### config.mk
export PLATFORM = sky130hd
export DESIGN_NAME = fpdlink_tx_framer
export DESIGN_NICKNAME = d
export VERILOG_FILES = /design/src/rtl/fpdlink_pkg.sv /design/src/rtl/fpdlink_timing_gen.sv /design/src/rtl/fpdlink_tx_framer.sv
export SDC_FILE = /design/constraint.sdc
export NUM_CORES = 1
export LEC_CHECK = 0
export BUFFER_PORTS_ARGS = -buffer_cell sky130_fd_sc_hd__buf_2
export CORE_MARGIN = 3
export CORE_UTILIZATION = 51
export DETAILED_ROUTE_END_ITERATION = 8
export PLACE_DENSITY = 0.83
export SLEW_MARGIN = 25
export SYNTH_ARGS = -nofsm -noshare
export SYNTH_HDL_FRONTEND = slang
export SYNTH_SLANG_ARGS = --single-unit
### constraint.sdc
create_clock -name clk -period 3.22 [get_ports clk]
set_clock_uncertainty 0.2 [all_clocks]
set_input_delay 0.161 -clock clk [delete_from_list [all_inputs] [get_ports clk]]
set_output_delay 0.161 -clock clk [all_outputs]
set_load 0.005 [all_outputs]
### src/rtl/fpdlink_pkg.sv
// Shared lane-group layout for the FPD-Link dual-pixel word (TX and RX).
package fpdlink_pkg;

    localparam int GROUP_W    = 21;
    localparam int WORD_W     = 2 * GROUP_W;
    localparam int PIX_W      = 18;
    localparam int PIX_PAIR_W = 2 * PIX_W;

    // Bit positions within one 21-bit lane group
    localparam int B_HI_LSB = 0;    // b[5:2]
    localparam int HS_POS   = 4;
    localparam int VS_POS   = 5;
    localparam int DE_POS   = 6;
    localparam int G_HI_LSB = 7;    // g[5:1]
    localparam int B_LO_LSB = 12;   // b[1:0]
    localparam int R_LSB    = 14;   // r[5:0]
    localparam int G_LO_POS = 20;   // g[0]

    // Packs one pixel {r, g, b} (6 bits each) plus timing into a lane group.
    function automatic logic [GROUP_W-1:0] pack_group(
        input logic [PIX_W-1:0] pix,
        input logic             hsync,
        input logic             vsync,
        input logic             de
    );
        logic [GROUP_W-1:0] grp;
        grp                   = '0;
        grp[R_LSB +: 6]       = pix[17:12];
        grp[G_HI_LSB +: 5]    = pix[11:7];
        grp[G_LO_POS]         = pix[6];
        grp[B_HI_LSB +: 4]    = pix[5:2];
        grp[B_LO_LSB +: 2]    = pix[1:0];
        grp[HS_POS]           = hsync;
        grp[VS_POS]           = vsync;
        grp[DE_POS]           = de;
        return grp;
    endfunction

endpackage

### src/rtl/fpdlink_timing_gen.sv
// Panel timing counters with active/sync/origin decode.
module fpdlink_timing_gen #(
    parameter int H_ACTIVE = 400,
    parameter int H_FP     = 20,
    parameter int H_SYNC   = 10,
    parameter int H_BP     = 30,
    parameter int V_ACTIVE = 600,
    parameter int V_FP     = 3,
    parameter int V_SYNC   = 2,
    parameter int V_BP     = 20
) (
    input  logic i_clk,
    input  logic i_rst,
    input  logic i_en,
    output logic o_de,
    output logic o_hs_act,
    output logic o_vs_act,
    output logic o_origin
);

    localparam int H_TOTAL = H_ACTIVE + H_FP + H_SYNC + H_BP;
    localparam int V_TOTAL = V_ACTIVE + V_FP + V_SYNC + V_BP;
    localparam int HCNT_W  = $clog2(H_TOTAL);
    localparam int VCNT_W  = $clog2(V_TOTAL);

    logic [HCNT_W-1:0] r_hcnt;
    logic [VCNT_W-1:0] r_vcnt;
    logic              w_h_last;
    logic              w_v_last;

    assign w_h_last = (int'(r_hcnt) == H_TOTAL - 1);
    assign w_v_last = (int'(r_vcnt) == V_TOTAL - 1);

    // Raster scan; held at the origin while disabled so enable always starts a fresh frame
    always_ff @(posedge i_clk) begin
        if (i_rst || !i_en) begin
            r_hcnt <= '0;
            r_vcnt <= '0;
        end else if (w_h_last) begin
            r_hcnt <= '0;
            r_vcnt <= w_v_last ? '0 : r_vcnt + 1'b1;
        end else begin
            r_hcnt <= r_hcnt + 1'b1;
        end
    end

    assign o_de     = (int'(r_hcnt) < H_ACTIVE) && (int'(r_vcnt) < V_ACTIVE);
    assign o_hs_act = (int'(r_hcnt) >= H_ACTIVE + H_FP) &&
                      (int'(r_hcnt) <  H_ACTIVE + H_FP + H_SYNC);
    assign o_vs_act = (int'(r_vcnt) >= V_ACTIVE + V_FP) &&
                      (int'(r_vcnt) <  V_ACTIVE + V_FP + V_SYNC);
    assign o_origin = (r_hcnt == '0) && (r_vcnt == '0);

endmodule

### src/rtl/fpdlink_tx_framer.sv
// FPD-Link dual-pixel transmit framer: timing generation, pixel pull and word packing.
module fpdlink_tx_framer
    import fpdlink_pkg::*;
#(
    parameter int   H_ACTIVE = 400,
    parameter int   H_FP     = 20,
    parameter int   H_SYNC   = 10,
    parameter int   H_BP     = 30,
    parameter int   V_ACTIVE = 600,
    parameter int   V_FP     = 3,
    parameter int   V_SYNC   = 2,
    parameter int   V_BP     = 20,
    parameter logic HS_POL   = 1'b1,
    parameter logic VS_POL   = 1'b1
) (
    input  logic                  clk,
    input  logic                  rst,
    input  logic                  en,
    input  logic                  clr_err,
    input  logic [PIX_PAIR_W-1:0] s_pixel,
    input  logic                  s_sof,
    input  logic                  s_valid,
    output logic                  s_ready,
    output logic [WORD_W-1:0]     dout,
    output logic                  frame_start,
    output logic                  underflow,
    output logic                  sof_err
);

    logic                  w_de;
    logic                  w_hs_act;
    logic                  w_vs_act;
    logic                  w_origin;
    logic                  w_ready;
    logic                  w_xfer;
    logic                  w_hsync;
    logic                  w_vsync;
    logic                  w_uf_set;
    logic                  w_sof_set;
    logic [PIX_PAIR_W-1:0] w_pix;
    logic [WORD_W-1:0]     w_word;
    logic [WORD_W-1:0]     w_idle;

    logic [WORD_W-1:0]     r_dout;
    logic                  r_frame_start;
    logic                  r_underflow;
    logic                  r_sof_err;

    fpdlink_timing_gen #(
        .H_ACTIVE (H_ACTIVE),
        .H_FP     (H_FP),
        .H_SYNC   (H_SYNC),
        .H_BP     (H_BP),
        .V_ACTIVE (V_ACTIVE),
        .V_FP     (V_FP),
        .V_SYNC   (V_SYNC),
        .V_BP     (V_BP)
    ) u_timing (
        .i_clk    (clk),
        .i_rst    (rst),
        .i_en     (en),
        .o_de     (w_de),
        .o_hs_act (w_hs_act),
        .o_vs_act (w_vs_act),
        .o_origin (w_origin)
    );

    // Nothing is accepted during reset: the counters are not advancing then.
    assign w_ready = en && w_de && !rst;
    assign w_xfer  = w_ready && s_valid;
    assign w_hsync = w_hs_act ? HS_POL : ~HS_POL;
    assign w_vsync = w_vs_act ? VS_POL : ~VS_POL;

    // Missing pixel in the active area goes out as black; timing keeps running
    assign w_pix  = w_xfer ? s_pixel : '0;
    assign w_word = {pack_group(w_pix[PIX_PAIR_W-1:PIX_W], w_hsync, w_vsync, w_de),
                     pack_group(w_pix[PIX_W-1:0],          w_hsync, w_vsync, w_de)};
    assign w_idle = {pack_group('0, ~HS_POL, ~VS_POL, 1'b0),
                     pack_group('0, ~HS_POL, ~VS_POL, 1'b0)};

    assign w_uf_set  = en && w_de && !s_valid;
    assign w_sof_set = w_xfer && (s_sof != w_origin);

    // Output word register and sticky flags; a set in the same cycle as clr_err wins
    always_ff @(posedge clk) begin
        if (rst) begin
            r_dout        <= w_idle;
            r_frame_start <= 1'b0;
            r_underflow   <= 1'b0;
            r_sof_err     <= 1'b0;
        end else begin
            if (en) begin
                r_dout        <= w_word;
                r_frame_start <= w_origin;
            end else begin
                r_dout        <= w_idle;
                r_frame_start <= 1'b0;
            end
            r_underflow <= (r_underflow && !clr_err) || w_uf_set;
            r_sof_err   <= (r_sof_err   && !clr_err) || w_sof_set;
        end
    end

    assign s_ready     = w_ready;
    assign dout        = r_dout;
    assign frame_start = r_frame_start;
    assign underflow   = r_underflow;
    assign sof_err     = r_sof_err;

endmodule

==> results.md <==
| Quantity | Reported |
|:---|:---|
| Result of the run | finished, final reports clean |
| Worst relative slew slack | 0.350 |
| Worst reg-to-reg path cell count | 5 |
| Hold Buf Count CTS | 41 |
| Number of buffers between clock root and the deepest sink | 2 |
| Number of DRC violations after detailed routing | 0 |
| Final RePlAce weighted congestion | 0.899 |
| Area added between synthesis and finish | 45.8% |
| Critical path start-end classification | input port to register |
| Number of clock sinks | 61 |
| Worst Path Required | 3.32 ns |
| CTS Buf Count | 9 |
| Post-Synthesis Cell Area | 0.00228 mm2 |
| Routed Antenna Nets | 0 |
| Fraction of final layout cells sized beyond drive strength 1 | 0.319 |
| Post-DR wirelength/cell | 17.3 um |
| Final setup margin | 0.317 ns |
| Hold depth | 2 |
| Vias in the first global route | 2128 |
| Grt total ovfl | 0 |
| Detailed Routing Iterations Pass 1 | 6 |
| Portion of the post-synthesis area used by sequential elements | 0.536 |
| Final setup violation count | 0 |
| Minimum period implied by the final worst setup slack | 2.90 ns |
| Detailed router's first-iteration violation count | 292 |
| Most frequent CP cell | dlygate4sd3_1 |
| Number of nets in the finished design | 396 |
| Floorplan die height | 72.8 um |
| Antenna violations before repair | 0 |
| CTS H-tree depth | 3 |
| CTS tree | done |
| Library cell contributing the largest single delay on the critical path | and2_1 |
| Starting density of the core | 0.550 |
| Post-CTS setup buffer count | 0 |
| Yosys warns | 0 |
| Sort of element at the start of the critical path | input port |
| Setup total negative slack | 0 ns |
| Leakage Power | 1.62 nW |
| Standard-cell rows | 23 |
| Count of input and output buffers | 87 |
| Combined global-route utilization of all metal layers | 0.271 |
| Max-cap violations | 0 |
| Worst-skew pair later-pin latency | 0.35 ns |
| Stages on the worst setup path | 7 |
| Per-cell via count in the routed design | 5.50 |
| Data arrival at the endpoint of the critical path | 3.00 ns |
| Post-synth cell types | 44 |
| Max IR drop VDD | 0.000437 V |
| Largest fanout on the critical path | 37 |
| Total wire length after detailed routing | 7000 um |
| Dpl hpwl | 3700 um |
| Final-layout fill cell count | 247 |
| Post-Syn Nets | 272 |
| Final-report hold violation count | 0 |
| Library cell used as clock root buffer | clkbuf_8 |
| Transition time at the pin with the least slew margin | 0.976 ns |
| Number of cells produced by synthesis | 225 |
| Avg Cell Area, Syn | 10.1 um2 |
| Maximum frequency from static timing analysis | 0.344 GHz |
| #FFs+latches synth | 61 |
| Max-slew violation total from the final report | 0 |
| First-pass GRT wire length | 10600 um |
| Clock slew at the register clock pins of the worst setup and hold paths | 0.07 ns |
| I/O pin total | 88 |
| Std-Cell Core Area | 0.00414 mm2 |
| Buffers plus inverters on the worst setup path | 3 |
| Maximum number of pins on one net before global-route repair | 38 |
| Diodes inserted | 0 |
| Critical Path, Cell by Cell | dlygate4sd3_1 > buf_2 > nor2b_2 > and2_1 > a2bb2oi_1 > a211oi_1 > dlygate4sd3_1 |
| Die width | 72.8 um |
| Worst slack at placement | 0.961 ns |
| Die area | 0.00531 mm2 |
| Setup repair after global routing missed its margin | false |
| Total power divided by cell area | 500 mW/mm2 |
| Max stage delay on crit path | 0.83 ns |
| Tcrit/Tclk final | 0.902 |
| Type of element capturing the critical path | register |
| Hold Path Class | register to register |
| CTS resizes | 0 |
| Vias after detailed routing | 2224 |
| CP delay by family, top | buffers and inverters |
## layout by cell type (no fill, tap or decap), drive strengths merged, types with 2 or more instances in the layout
cell         count
and4             2
or4              3
and2             3
buf             88
and3            40
or3              5
nand4            9
xor2             8
nor4b            2
o31ai            3
inv              6
a21oi           10
bufinv           2
clkinv           3
dfxtp           61
nor3             2
nand2b           2
nand3            9
dlygate4sd3     41
nor2            13
ha               5
clkbuf           9
o21ai            6
nand2            8
## metal layers
metal	up-vias	GRT usage	routed length [um]
met5	-	0	0
met4	0	0.135	210
met3	27	0.0826	534
met2	131	0.490	3630
met1	1019	0.282	2630
li1	1047	-	-
## per-stage QoR
step / utilization / power (mW) / cell area (um2) / instances / hold WS [ns]
floorplan: - / 0.820 / 2280 / 225 / 0.0301
global placement: 0.649 / 0.861 / 2690 / 347 / 0.174
detailed placement: 0.649 / 0.863 / 2690 / 347 / 0.184
CTS: 0.802 / 1.66 / 3320 / 404 / 0.309
global route: 0.802 / 1.70 / 3320 / 404 / 0.325
finish: 0.802 / 1.66 / 3320 / 404 / 0.307
## cell type report
cell class	instances	area, um2	share of cell area
Inverter	5	18.8	0.00565
Timing Repair Buffer	129	853	0.257
Clock buffer	9	124	0.0373
Sequential cell	61	1220	0.368
Multi-Input combinational cell	143	943	0.284
Clock inverter	7	98.8	0.0298
Tap cell	50	62.6	0.0188
## worst paths after layout
kind	startpoint	end	slack, ns
worst max-delay path	rst	sof_err	0.32
worst min register to register	u_timing.r_vcnt[1]	u_timing.r_vcnt[1]	0.31
worst max register to register	u_timing.r_hcnt[4]	sof_err	0.34
worst min-delay path	u_timing.r_vcnt[1]	u_timing.r_vcnt[1]	0.31
## state kept, by name, indices dropped and copies added, names as in the netlist
name and cells:
dout 39, u_timing.r_vcnt 10, sof_err 1, underflow 1
u_timing.r_hcnt 9, frame_start 1
## synth_stat cells
| master | instances | area [um2] |
|---|---|---|
| dfxtp_1 | 61 | 1220 |
| and3_1 | 38 | 238 |
| nor2_1 | 13 | 48.8 |
| a21oi_1 | 9 | 45.0 |
| clkbuf_1 | 8 | 30.0 |
| nand2_1 | 8 | 30.0 |
| nand3_1 | 8 | 40.0 |
| nand4_1 | 8 | 50.1 |
| xor2_1 | 8 | 70.1 |
| buf_4 | 5 | 37.5 |
| ha_1 | 5 | 62.6 |
| inv_1 | 5 | 18.8 |
| o21ai_0 | 5 | 25.0 |
| or3_1 | 5 | 31.3 |
| and2_1 | 3 | 18.8 |
| o31ai_1 | 3 | 22.5 |
| and3_2 | 2 | 15.0 |
| buf_6 | 2 | 22.5 |
| nand2b_1 | 2 | 12.5 |
| nor4b_1 | 2 | 17.5 |
| or4_1 | 2 | 15.0 |
| a211oi_1 | 1 | 7.51 |
| a21oi_2 | 1 | 8.76 |
| a2bb2oi_1 | 1 | 8.76 |
| and4_1 | 1 | 8.76 |
| and4_4 | 1 | 11.3 |
| buf_2 | 1 | 5.00 |
| mux2i_1 | 1 | 10.0 |
| nand3_2 | 1 | 10.0 |
| nand3b_1 | 1 | 7.51 |
| nand4_2 | 1 | 12.5 |
| nor2b_2 | 1 | 8.76 |
| nor3_1 | 1 | 5.00 |
| nor3_4 | 1 | 16.3 |
| nor3b_1 | 1 | 7.51 |
| nor4_1 | 1 | 6.26 |
| nor4bb_1 | 1 | 10.0 |
| o2111ai_1 | 1 | 8.76 |
| o211a_1 | 1 | 10.0 |
| o21ai_1 | 1 | 5.00 |
| o311ai_0 | 1 | 8.76 |
| o32a_1 | 1 | 10.0 |
| or4_4 | 1 | 11.3 |
| xnor2_1 | 1 | 8.76 |
## worst register-to-register path: stages (launching register included)
cell and delay [ns]:
dfxtp_1 0.40, o311ai_0 0.50, o211a_1 0.73, a2bb2oi_1 0.15
a211oi_1 0.27, dlygate4sd3_1 0.57
## power breakdown
part / leakage, nW / internal (mW) / total (mW) / switching [mW]
registers: 0.495 / 0.770 / 0.776 / 0.00630
clock network: 0.110 / 0.439 / 0.771 / 0.332
logic: 1.01 / 0.0725 / 0.115 / 0.0430
total: 1.62 / 1.28 / 1.66 / 0.381
## logic make-up (layout without fill, tap and decap cells)
family                     Yosys count  count (layout)  share of synthesized area
and+or+nand+nor                    103             103                      0.277
muxes                                1               1                    0.00439
adders and majority gates            5               5                     0.0275
xor gates and xnor gates             9               9                     0.0346
AOI/OAI and AO/OA                   25              25                     0.0703
buffers and inverters               21             150                     0.0500
DFF                                 61              61                      0.536
(Power assumes the default switching activity.)
